$ cat src/rtl/flash_attn_pkg.sv
// Shared types and defaults for the flash-attention tile loader.
// Helper returns a counter width of at least one bit for any bound.
package flash_attn_pkg;

  typedef enum logic [1:0] {
    SEL_Q = 2'd0,
    SEL_K = 2'd1,
    SEL_V = 2'd2
  } sel_t;

  typedef enum logic [2:0] {
    ST_IDLE   = 3'd0,
    ST_LOAD_Q = 3'd1,
    ST_LOAD_K = 3'd2,
    ST_LOAD_V = 3'd3,
    ST_DRAIN  = 3'd4
  } state_t;

  localparam int DEF_DATA_W = 16;
  localparam int DEF_HEAD_D = 16;

  function automatic int clog2_min1(input int bound);
    if (bound <= 2) begin
      return 1;
    end else begin
      return $clog2(bound);
    end
  endfunction

endpackage

$ cat src/rtl/flash_attn_skid_fifo.sv
// Two-entry synchronous FIFO with registered head/valid/count outputs.
// A push into a full FIFO is dropped unless a pop happens in the same cycle.
module flash_attn_skid_fifo
  import flash_attn_pkg::*;
#(
  parameter int WIDTH = 8
) (
  input  logic             clk,
  input  logic             rst,
  input  logic             push,
  input  logic             pop,
  input  logic [WIDTH-1:0] din,
  output logic [WIDTH-1:0] dout,
  output logic             valid,
  output logic [1:0]       cnt
);

  logic [WIDTH-1:0] head_r;
  logic [WIDTH-1:0] tail_r;
  logic [1:0]       cnt_r;
  logic             valid_r;

  logic [WIDTH-1:0] head_s;
  logic [WIDTH-1:0] tail_s;
  logic [1:0]       cnt_s;
  logic             pop_ok_s;
  logic             push_ok_s;

  assign pop_ok_s  = pop && (cnt_r != 2'd0);
  assign push_ok_s = push && ((cnt_r != 2'd2) || pop_ok_s);

  // Next head/tail/count from the push/pop combination
  always_comb begin
    head_s = head_r;
    tail_s = tail_r;
    cnt_s  = cnt_r;
    case ({push_ok_s, pop_ok_s})
      2'b10: begin
        if (cnt_r == 2'd0) begin
          head_s = din;
        end else begin
          tail_s = din;
        end
        cnt_s = cnt_r + 2'd1;
      end
      2'b01: begin
        head_s = tail_r;
        cnt_s  = cnt_r - 2'd1;
      end
      2'b11: begin
        if (cnt_r == 2'd1) begin
          head_s = din;
        end else begin
          head_s = tail_r;
          tail_s = din;
        end
      end
      default: begin
        head_s = head_r;
      end
    endcase
  end

  // Storage and registered output flags
  always_ff @(posedge clk or posedge rst) begin
    if (rst) begin
      head_r  <= {WIDTH{1'b0}};
      tail_r  <= {WIDTH{1'b0}};
      cnt_r   <= 2'd0;
      valid_r <= 1'b0;
    end else begin
      head_r  <= head_s;
      tail_r  <= tail_s;
      cnt_r   <= cnt_s;
      valid_r <= (cnt_s != 2'd0);
    end
  end

  assign dout  = head_r;
  assign valid = valid_r;
  assign cnt   = cnt_r;

endmodule

$ cat src/rtl/flash_attn_tile_loader.sv
// Walks Q/K/V rows of a shared BRAM in flash-attention tile order and streams
// them, tagged with tile/row sideband, through a credit-limited 2-entry FIFO.
module flash_attn_tile_loader
  import flash_attn_pkg::*;
#(
  parameter int  DATA_W   = DEF_DATA_W,
  parameter int  HEAD_D   = DEF_HEAD_D,
  parameter int  SEQ_LEN  = 64,
  parameter int  BR       = 16,
  parameter int  BC       = 16,
  localparam int TR       = SEQ_LEN / BR,
  localparam int TC       = SEQ_LEN / BC,
  localparam int ADDR_W   = $clog2(3 * SEQ_LEN),
  localparam int TI_W     = clog2_min1(TR),
  localparam int TJ_W     = clog2_min1(TC),
  localparam int ROW_W    = clog2_min1((BR > BC) ? BR : BC),
  localparam int ROW_BITS = HEAD_D * DATA_W
) (
  input  logic                I_CLK,
  input  logic                I_RST,
  input  logic                I_START,
  output logic                O_BRAM_EN,
  output logic [ADDR_W-1:0]   O_BRAM_ADDR,
  input  logic [ROW_BITS-1:0] I_BRAM_DATA,
  output logic                O_VALID,
  input  logic                I_READY,
  output logic [ROW_BITS-1:0] O_DATA,
  output logic [1:0]          O_SEL,
  output logic [TI_W-1:0]     O_TILE_I,
  output logic [TJ_W-1:0]     O_TILE_J,
  output logic [ROW_W-1:0]    O_ROW,
  output logic                O_LAST,
  output logic                O_BUSY,
  output logic                O_DONE
);

  localparam int SIDE_W = 2 + TI_W + TJ_W + ROW_W + 1;
  localparam int FIFO_W = ROW_BITS + SIDE_W;

  state_t             state_r;
  state_t             state_s;
  logic [ROW_W-1:0]   row_r;
  logic [ROW_W-1:0]   row_s;
  logic [TI_W-1:0]    tile_i_r;
  logic [TI_W-1:0]    tile_i_s;
  logic [TJ_W-1:0]    tile_j_r;
  logic [TJ_W-1:0]    tile_j_s;

  logic               inflight_r;
  logic [SIDE_W-1:0]  side_r;
  logic [SIDE_W-1:0]  side_s;

  sel_t               sel_s;
  logic [ADDR_W-1:0]  addr_s;
  logic               issuing_s;
  logic               row_last_s;
  logic [TJ_W-1:0]    tile_j_tag_s;
  logic [2:0]         occ_s;
  logic               en_s;
  logic               pop_s;
  logic               done_s;

  logic [FIFO_W-1:0]  fifo_dout;
  logic               fifo_valid;
  logic [1:0]         fifo_cnt;

  // Matrix select and BRAM address decoded from the walk counters
  always_comb begin
    sel_s     = SEL_Q;
    addr_s    = {ADDR_W{1'b0}};
    issuing_s = 1'b0;
    case (state_r)
      ST_LOAD_Q: begin
        sel_s     = SEL_Q;
        issuing_s = 1'b1;
        addr_s    = ADDR_W'(tile_i_r) * ADDR_W'(BR) + ADDR_W'(row_r);
      end
      ST_LOAD_K: begin
        sel_s     = SEL_K;
        issuing_s = 1'b1;
        addr_s    = ADDR_W'(SEQ_LEN) + ADDR_W'(tile_j_r) * ADDR_W'(BC) + ADDR_W'(row_r);
      end
      ST_LOAD_V: begin
        sel_s     = SEL_V;
        issuing_s = 1'b1;
        addr_s    = ADDR_W'(2 * SEQ_LEN) + ADDR_W'(tile_j_r) * ADDR_W'(BC) + ADDR_W'(row_r);
      end
      default: begin
        issuing_s = 1'b0;
      end
    endcase
  end

  assign row_last_s   = (state_r == ST_LOAD_Q) ? (row_r == ROW_W'(BR - 1))
                                               : (row_r == ROW_W'(BC - 1));
  assign tile_j_tag_s = (state_r == ST_LOAD_Q) ? {TJ_W{1'b0}} : tile_j_r;
  assign side_s       = {sel_s, tile_i_r, tile_j_tag_s, row_r, row_last_s};

  // Credits: buffered rows plus the read in flight, less the row leaving now.
  // This deliberately makes I_READY reach O_BRAM_EN combinationally.
  assign pop_s  = fifo_valid & I_READY;
  assign occ_s  = {1'b0, fifo_cnt} + {2'b00, inflight_r} - {2'b00, pop_s};
  assign en_s   = issuing_s && (occ_s < 3'd2);
  assign done_s = (state_r == ST_DRAIN) && !inflight_r && (fifo_cnt == 2'd1) && pop_s;

  // Next-state and walk-counter advance, one row per issued read
  always_comb begin
    state_s  = state_r;
    row_s    = row_r;
    tile_i_s = tile_i_r;
    tile_j_s = tile_j_r;
    case (state_r)
      ST_IDLE: begin
        if (I_START) begin
          state_s = ST_LOAD_Q;
        end else begin
          state_s = ST_IDLE;
        end
      end
      ST_LOAD_Q: begin
        if (en_s && row_last_s) begin
          row_s   = {ROW_W{1'b0}};
          state_s = ST_LOAD_K;
        end else if (en_s) begin
          row_s = row_r + ROW_W'(1'b1);
        end else begin
          row_s = row_r;
        end
      end
      ST_LOAD_K: begin
        if (en_s && row_last_s) begin
          row_s   = {ROW_W{1'b0}};
          state_s = ST_LOAD_V;
        end else if (en_s) begin
          row_s = row_r + ROW_W'(1'b1);
        end else begin
          row_s = row_r;
        end
      end
      ST_LOAD_V: begin
        if (en_s && row_last_s) begin
          row_s = {ROW_W{1'b0}};
          if (tile_j_r == TJ_W'(TC - 1)) begin
            tile_j_s = {TJ_W{1'b0}};
            if (tile_i_r == TI_W'(TR - 1)) begin
              tile_i_s = {TI_W{1'b0}};
              state_s  = ST_DRAIN;
            end else begin
              tile_i_s = tile_i_r + TI_W'(1'b1);
              state_s  = ST_LOAD_Q;
            end
          end else begin
            tile_j_s = tile_j_r + TJ_W'(1'b1);
            state_s  = ST_LOAD_K;
          end
        end else if (en_s) begin
          row_s = row_r + ROW_W'(1'b1);
        end else begin
          row_s = row_r;
        end
      end
      ST_DRAIN: begin
        if (done_s) begin
          state_s = ST_IDLE;
        end else begin
          state_s = ST_DRAIN;
        end
      end
      default: begin
        state_s = ST_IDLE;
      end
    endcase
  end

  // FSM state and walk counters
  always_ff @(posedge I_CLK or posedge I_RST) begin
    if (I_RST) begin
      state_r  <= ST_IDLE;
      row_r    <= {ROW_W{1'b0}};
      tile_i_r <= {TI_W{1'b0}};
      tile_j_r <= {TJ_W{1'b0}};
    end else begin
      state_r  <= state_s;
      row_r    <= row_s;
      tile_i_r <= tile_i_s;
      tile_j_r <= tile_j_s;
    end
  end

  // Sideband delayed to line up with the one-cycle BRAM read data
  always_ff @(posedge I_CLK or posedge I_RST) begin
    if (I_RST) begin
      inflight_r <= 1'b0;
      side_r     <= {SIDE_W{1'b0}};
    end else begin
      inflight_r <= en_s;
      if (en_s) begin
        side_r <= side_s;
      end else begin
        side_r <= side_r;
      end
    end
  end

  flash_attn_skid_fifo #(
    .WIDTH (FIFO_W)
  ) u_fifo (
    .clk   (I_CLK),
    .rst   (I_RST),
    .push  (inflight_r),
    .pop   (pop_s),
    .din   ({I_BRAM_DATA, side_r}),
    .dout  (fifo_dout),
    .valid (fifo_valid),
    .cnt   (fifo_cnt)
  );

  assign {O_DATA, O_SEL, O_TILE_I, O_TILE_J, O_ROW, O_LAST} = fifo_dout;

  assign O_VALID     = fifo_valid;
  assign O_BRAM_EN   = en_s;
  assign O_BRAM_ADDR = addr_s;
  assign O_BUSY      = (state_r != ST_IDLE);
  assign O_DONE      = done_s;

endmodule

$ cat config.mk
export PLATFORM = sky130hd
export DESIGN_NAME = flash_attn_tile_loader
export DESIGN_NICKNAME = d
export VERILOG_FILES = /design/src/rtl/flash_attn_pkg.sv /design/src/rtl/flash_attn_skid_fifo.sv /design/src/rtl/flash_attn_tile_loader.sv
export SDC_FILE = /design/constraint.sdc
export NUM_CORES = 1
export LEC_CHECK = 0
export CAP_MARGIN = 20
export CORE_ASPECT_RATIO = 0.5
export CORE_MARGIN = 1.5
export CORE_UTILIZATION = 45
export DETAILED_ROUTE_END_ITERATION = 8
export GPL_ROUTABILITY_DRIVEN = 0
export PLACE_DENSITY = 0.76
export SLEW_MARGIN = 40
export SYNTH_ARGS = -nofsm -noshare
export SYNTH_HDL_FRONTEND = slang
export SYNTH_SLANG_ARGS = --single-unit
$ cat constraint.sdc
create_clock -name I_CLK -period 17.45 [get_ports I_CLK]
set_clock_uncertainty 0.1 [all_clocks]
set_input_delay 2.6175 -clock I_CLK [delete_from_list [all_inputs] [get_ports I_CLK]]
set_output_delay 2.6175 -clock I_CLK [all_outputs]
set_load 0.01 [all_outputs]
==> flow_summary_export.csv, run 1 <==
group,metric,value,unit
global_route,grt_max_degree,119,
route,route.detailed.drc,0,
outcome,status,"completed",
worst_setup_path,cp_top_family,"buffers and inverters",
logic_synthesis,post_synth_and_or_nand_nor_area_fraction,13.51,%
clocking,cts_hold_buf,0,
sta,worst_slew_pin_slew,0.8504,ns
logic_synthesis,synth_compound_area_share,8.469,%
power_and_ir_drop,worst_supply_voltage_drop_on_vdd,0.1217,mV
power_and_ir_drop,switching_power,2203,uW
power_and_ir_drop,pwr-share-comb,43.6,%
power_and_ir_drop,fin_total_pwr,6196,uW
sta,maxSlewHeadroom,43.31,%
global_route,antenna_found_initial,11,
route,vias_per_cell,5.318,
clocking,cts_repair_resize_count,0,
sta,fmax,119.3,MHz
min_path,holdCritPathClass,"flip-flop to flip-flop",
floorplanning,dieWidth,323.3,um
worst_setup_path,startpoint_type,"input pin",
floorplanning,floorplan.rows,58,
sta,hold-worst-slack,0.3850,ns
logic_synthesis,synthAdderAreaFrac,0.4121,%
worst_setup_path,end_kind,"output port",
power_and_ir_drop,p_leak,0.01292,uW
clocking,tritoncts.num_buffers,51,
route,route.vias.total,17490,
worst_setup_path,critical_path.n_buffers_inverters,3,
final_layout,finalNetCount,2819,
sta,setup_repair_after_global_routing_missed_its_margin,"no",
global_route,gr-usage-all-layers,23.53,%
power_and_ir_drop,p_seq_share,37.5,%
job,max-cap-violations,0,
worst_setup_path,criticalPathCategory,"input pin to output port",
worst_setup_path,crit_path_cell_trace,"clkdlybuf4s50_1 > nand2_1 > xnor2_1 > nand2_1 > fa_1 > xnor2_1 > nand3_1 > inv_1 > clkdlybuf4s50_1",
placed_design,port_buf_inserts,538,
route,wl,64.07,mm
logic_synthesis,ys_types,38,
placed_design,place_hpwl,42.00,mm
sta,min_period,8.380,ns
worst_setup_path,critPathMaxStageDelay,0.66,ns
route,firstDrtPassIters,7,
power_and_ir_drop,power-per-cell-area,201.0,mW/mm^2
sta,maxSlewViolCount,0,
logic_synthesis,ys.flop_type,"sky130_fd_sc_hd__dfrtp_1",
clocking,cts_htree_levels,2,
logic_synthesis,synth_seq_area_share,60.73,%
clocking,clock_insertion_delay_worst_skew,0.59,ns
power_and_ir_drop,p_clk_share,19.0,%
clocking,cts.root.buffer_cell,"sky130_fd_sc_hd__clkbuf_16",
clocking,clock_sinks,560,
global_route,grt_overflow,0,
floorplanning,die_height,163.1,um
logic_synthesis,synth.yosys.warnings,0,
power_and_ir_drop,switching_share,35.56,%
worst_setup_path,worst_path_fanout_max,12,
worst_setup_path,slowest_stage_cell_on_the_critical_path,"sky130_fd_sc_hd__clkdlybuf4s50_1",
sta,setup_viol,0,
global_route,grt_pass1_wl,97.06,mm
logic_synthesis,yosysTopAreaCell,"sky130_fd_sc_hd__dfrtp_1",
logic_synthesis,synth_xor_area_share,0.1518,%
sta,total_neg_setup_slack,0,ns
logic_synthesis,synth_top_family_by_area,"multiplexers",
logic_synthesis,mappedNetlistArea,0.02308,mm^2
sta,hold_viol_final,0,
clocking,path_clk_slew,0.07,ns
sta,fin_crit_sh,48.02,%
floorplanning,top_level_ports,539,
logic_synthesis,postSynthAreaPerCell,11.03,um^2
clocking,cts_max_path_buffers,3,
worst_setup_path,cp.required,14.73,ns
route,avgRoutedWirePerCell,19.48,um
floorplanning,dieArea,0.05273,mm^2
clocking,post-cts-setup-buffers,0,
logic_synthesis,synthCells,2092,
logic_synthesis,number_of_enable_type_register_cells_in_the_synthesized_netlist,0,
route,drtIter0Drc,1333,
floorplanning,coreArea,0.05044,mm^2
logic_synthesis,synth-seq-cells,560,
power_and_ir_drop,p_int,3993,uW
logic_synthesis,asyncSetResetFlopFracSynth,100.0,%
logic_synthesis,synth_mux_area_share,13.52,%
global_route,first_global_vias,17140,
clocking,tritoncts,"built",
final_layout,layout-drive-gt1-share,15.02,%
logic_synthesis,synth_top_area_share,60.73,%
worst_setup_path,cp_data_arrival_time,5.66,ns
route,postRouteAntennaNets,0,
final_layout,area_delta_synth_final,33.57,%
logic_synthesis,net_count_synth,2359,
floorplanning,initial_core_util,45.75,%
logic_synthesis,ys_top_cells_by_area,"sky130_fd_sc_hd__dfrtp_1 61%, sky130_fd_sc_hd__mux2_2 14%, sky130_fd_sc_hd__nand2_1 7.8%, sky130_fd_sc_hd__a31oi_1 5.3%, sky130_fd_sc_hd__nor2_1 3.3%",
## per-layer routing
metal	part of all wire [%]	up-vias	GRT usage, %
met1	39	8717	28.94
met5	0.036	-	0
met2	51	432	39.38
met3	4.1	195	4.216
li1	-	8143	-
met4	5.7	4	13.34
## placed cells by master, fill, tap and decap left out, types with 11 or more instances in the layout
master and count:
sky130_fd_sc_hd__clkbuf_8 13, sky130_fd_sc_hd__dfrtp_1 560, sky130_fd_sc_hd__mux2_2 277, sky130_fd_sc_hd__a22oi_1 73
sky130_fd_sc_hd__a31oi_1 194, sky130_fd_sc_hd__clkbuf_16 52, sky130_fd_sc_hd__nor2_1 205, sky130_fd_sc_hd__nand3_1 80
sky130_fd_sc_hd__clkbuf_1 11, sky130_fd_sc_hd__nand2_1 480, sky130_fd_sc_hd__clkdlybuf4s50_1 538
## path summary, 6_finish.rpt
check                           slack [ns]                        endpoint                            from  depth (start not counted)
worst max-delay path                  9.07                       O_BRAM_EN                         I_READY                          9
max in group asynchronous            12.36  u_fifo.tail_r[139]$_DFFE_PP0P_                           I_RST                          7
min in group asynchronous             2.42   u_fifo.tail_r[48]$_DFFE_PP0P_                           I_RST                          3
worst min-delay path                  0.39    u_fifo.dout[168]$_DFFE_PP0P_  u_fifo.tail_r[168]$_DFFE_PP0P_                          2
worst min register to register        0.39    u_fifo.dout[168]$_DFFE_PP0P_  u_fifo.tail_r[168]$_DFFE_PP0P_                          2
worst max register to register       13.45    u_fifo.dout[164]$_DFFE_PP0P_         u_fifo.cnt[0]$_DFF_PP0_                          8
## flip-flops by register name (all words and copies together) (netlist names)
register       cells
state_r            3
tile_j_r           2
inflight_r         1
u_fifo.valid       1
u_fifo.cnt         2
u_fifo.tail_r    267
u_fifo.dout      267
side_r            11
row_r              4
tile_i_r           2
## power groups by stage
stage / sequential, uW / clock (uW) / combinational (uW)
2_1_floorplan: 2410 / 0 / 1440
3_3_place_gp: 2300 / 0 / 2620
3_5_place_dp: 2330 / 0 / 2720
4_1_cts: 2320 / 1200 / 2730
5_1_grt: 2400 / 1250 / 2920
6_report: 2320 / 1170 / 2700
## cells by family (layout without fill, tap and decap cells)
logic type / count (synthesis) / in the layout
DFF: 560 / 560
other: 0 / 9
muxes: 277 / 277
adders and majority gates: 7 / 7
buffers and inverters: 163 / 661
and+or+nand+nor: 789 / 789
xor gates and xnor gates: 4 / 4
AOI/OAI and AO/OA: 292 / 292
## tightest hold or removal path: cells and delay by family, from the launching register on
kind / cells / cell delay, ns
flops: 1 / 0.34
compound gates: 1 / 0.06
simple gates: 1 / 0.05
## cell usage after synthesis (all sizes together) (6+ instances only)
cell type	number
a22oi	73
a31oi	194
and2	7
buf	72
clkbuf	83
dfrtp	560
ha	6
inv	8
mux2	277
nand2	481
nand3	80
nor2	205
## per-stage QoR
| stage | cell area (um^2) | utilization [%] | setup slack (ns) | instances |
|---|---|---|---|---|
| final | 30820 | 61.11 | 9.070 | 3289 |
| after global routing | 30820 | 61.11 | 8.850 | 3289 |
| after CTS | 30790 | 61.06 | 9.067 | 3280 |
| after detailed placement | 29060 | 57.62 | 9.088 | 3189 |
| after global placement | 28830 | 57.15 | 9.094 | 3181 |
| after floorplan | 23080 | - | 7.109 | 2092 |
## layout make-up
type	count	area, um^2
diodes	9	22.52
clock buffers	75	1508
clock inverters	16	226.5
fillers	4029	19610
inverters	8	33.78
multi-input cells	1369	8347
flip-flops and latches	560	14010
well taps	690	863.3
repair buffers	562	5809
No activity file was read; power rests on OpenSTA's default activity.
==> run 2: changes to the inputs <==
- CORE_UTILIZATION: 45 -> 50
- PLACE_DENSITY: 0.76 -> 0.8
- clock period: 17.45 -> 8.7 ns (I/O delays scaled with it)
==> run 2 against run 1 <==
Combinational power is 100% higher; clock-buffer cell count increased by 6; sequential share of layout area grew 0.29 points; core utilization grew 6.4 points; worst setup slack worse by 6.3 ns.
==> flow_summary_export.csv, run 2 (synthesis gave the netlist of run 1 again) <==
group,metric,value,unit
outcome,status,"completed",
placed_design,placed_cells_incl_taps,3095,
placed_design,place_hpwl,40.60,mm
final_layout,most-common-layout-cells,"560 x sky130_fd_sc_hd__dfrtp_1, 538 x sky130_fd_sc_hd__clkdlybuf4s50_1, 480 x sky130_fd_sc_hd__nand2_1, 277 x sky130_fd_sc_hd__mux2_2, 205 x sky130_fd_sc_hd__nor2_1",
min_path,worstHoldEndpoint,"u_fifo.dout[184]$_DFFE_PP0P_",
min_path,timing.hold.worst_path_depth,2,
sta,maxSlewHeadroom,44.74,%
worst_setup_path,end_kind,"output port",
clocking,clock_sinks,560,
worst_setup_path,timing.rr.end,"u_fifo.tail_r[64]$_DFFE_PP0P_",
floorplanning,dieWidth,306.8,um
job,max-cap-violations,0,
worst_setup_path,criticalPathCategory,"input pin to output port",
clocking,cts_max_path_buffers,3,
worst_setup_path,worst_path_fanout_max,12,
sta,min_period,5.909,ns
final_layout,finalNonFillerCells,3192,
global_route,grt_max_degree,147,
route,postRouteAntennaNets,0,
clocking,cts_hold_buf,0,
sta,maxSlewViolCount,0,
worst_setup_path,r2r_setup_slack,5.12,ns
route,firstDrtPassIters,5,
placed_design,port_buf_inserts,538,
floorplanning,dieArea,0.04753,mm^2
global_route,antenna_found_initial,9,
floorplanning,top_level_ports,539,
min_path,holdCritPathClass,"flip-flop to flip-flop",
floorplanning,initial_core_util,50.88,%
route,drtIter0Drc,1556,
clocking,clock_insertion_delay_worst_skew,0.57,ns
floorplanning,coreArea,0.04535,mm^2
final_layout,layout-drive-gt1-share,14.82,%
route,route.detailed.drc,0,
worst_setup_path,r2r.worst_path.cells,8,
clocking,post-cts-setup-buffers,0,
clocking,tritoncts,"built",
route,route.vias.total,17540,
sta,hold_viol_final,0,
clocking,tritoncts.num_buffers,50,
sta,setup_viol,0,
worst_setup_path,startpoint_type,"input pin",
min_path,hold_path.startpoint,"u_fifo.tail_r[184]$_DFFE_PP0P_",
power_and_ir_drop,p_leak,0.01288,uW
global_route,first_global_vias,17560,
global_route,grt_pass1_wl,99.02,mm
worst_setup_path,cp.required,7.30,ns
sta,fmax,169.2,MHz
global_route,gr-usage-all-layers,26.15,%
route,avgRoutedWirePerCell,19.82,um
power_and_ir_drop,power-per-cell-area,402.8,mW/mm^2
clocking,cts.root.buffer_cell,"sky130_fd_sc_hd__clkbuf_16",
worst_setup_path,cp_data_arrival_time,4.50,ns
sta,setup_repair_after_global_routing_missed_its_margin,"no",
sta,fin_crit_sh,67.92,%
global_route,grt_overflow,0,
power_and_ir_drop,worst_supply_voltage_drop_on_vdd,0.2588,mV
route,vias_per_cell,5.494,
sta,total_neg_setup_slack,0,ns
clocking,path_clk_slew,0.06,ns
floorplanning,die_height,154.9,um
clocking,cts_repair_resize_count,0,
final_layout,finish.utilization,67.54,%
final_layout,finalNetCount,2817,
power_and_ir_drop,fin_total_pwr,12340,uW
floorplanning,floorplan.rows,55,
placed_design,post_dp_cell_area,0.02890,mm^2
route,wl,63.28,mm
sta,worst_slew_pin_slew,0.8289,ns
worst_setup_path,regToRegStartpoint,"u_fifo.cnt[1]$_DFF_PP0_",
final_layout,final_area,0.03063,mm^2
final_layout,area_delta_synth_final,32.74,%
clocking,cts_htree_levels,2,
final_layout,layout_commonest_cell,"sky130_fd_sc_hd__dfrtp_1",
==> run 2: changes by cell type in the layout (fill, tap and decap cells not counted), sizes merged <==
cell,previous run,this run
clkinv,9,1
clkbuf,76,81
bufinv,5,3
clkinvlp,2,1
inv,8,9
==> run 2: per-stage QoR <==
step           hold slack [ns]  worst slack, ns
2_1_floorplan           0.3581          -0.3287
3_3_place_gp            0.3658            2.984
3_5_place_dp            0.3772            2.870
4_1_cts                 0.3922            2.820
5_1_grt                 0.4044            2.586
6_report                0.3851            2.791
==> run 2: how the worst max path moves through the flow <==
stage,startpoint,endpoint,slack [ns],cells past startpoint
2_1_floorplan,I_RST,inflight_r$_DFF_PP0_,-0.33,1
3_3_place_gp,I_READY,O_BRAM_EN,2.98,9
3_5_place_dp,I_READY,O_BRAM_EN,2.87,9
4_1_cts,I_READY,O_BRAM_EN,2.82,9
5_1_grt,I_READY,O_BRAM_EN,2.59,9
6_report,I_READY,O_BRAM_EN,2.79,9
==> run 2: metal layers <==
layer / GRT usage (%) / vias to the layer above / share of wire [%]
met5: 0 / - / 0.021
met4: 14.80 / 2 / 6.0
met3: 3.664 / 205 / 3.8
met2: 44.45 / 452 / 50
met1: 32.50 / 8764 / 40
li1: - / 8114 / -
==> run 2: where the power goes <==
part / total, uW / internal [uW] / switching (uW)
logic: 5400 / 2700 / 2700
clock network: 2290 / 1320 / 977
registers: 4650 / 3940 / 711
total: 12300 / 7950 / 4380
==> run 2: layout make-up <==
class	count	area [um^2]
Antenna cell	9	22.52
Clock buffer	81	1569
Clock inverter	6	112.6
Fill cell	3343	14720
Inverter	8	33.78
Multi-Input combinational cell	1369	8347
Sequential cell	560	14010
Tap cell	598	748.2
Timing Repair Buffer	561	5784
==> run 2: worst max-delay path: stages <==
cell and delay [ns]:
sky130_fd_sc_hd__clkdlybuf4s50_1 0.50, sky130_fd_sc_hd__nand2_1 0.21, sky130_fd_sc_hd__xnor2_1 0.20, sky130_fd_sc_hd__nand2_1 0.09, sky130_fd_sc_hd__fa_1 0.42, sky130_fd_sc_hd__xnor2_1 0.36
sky130_fd_sc_hd__nand3_1 0.35, sky130_fd_sc_hd__inv_1 0.41, sky130_fd_sc_hd__clkdlybuf4s50_1 0.66
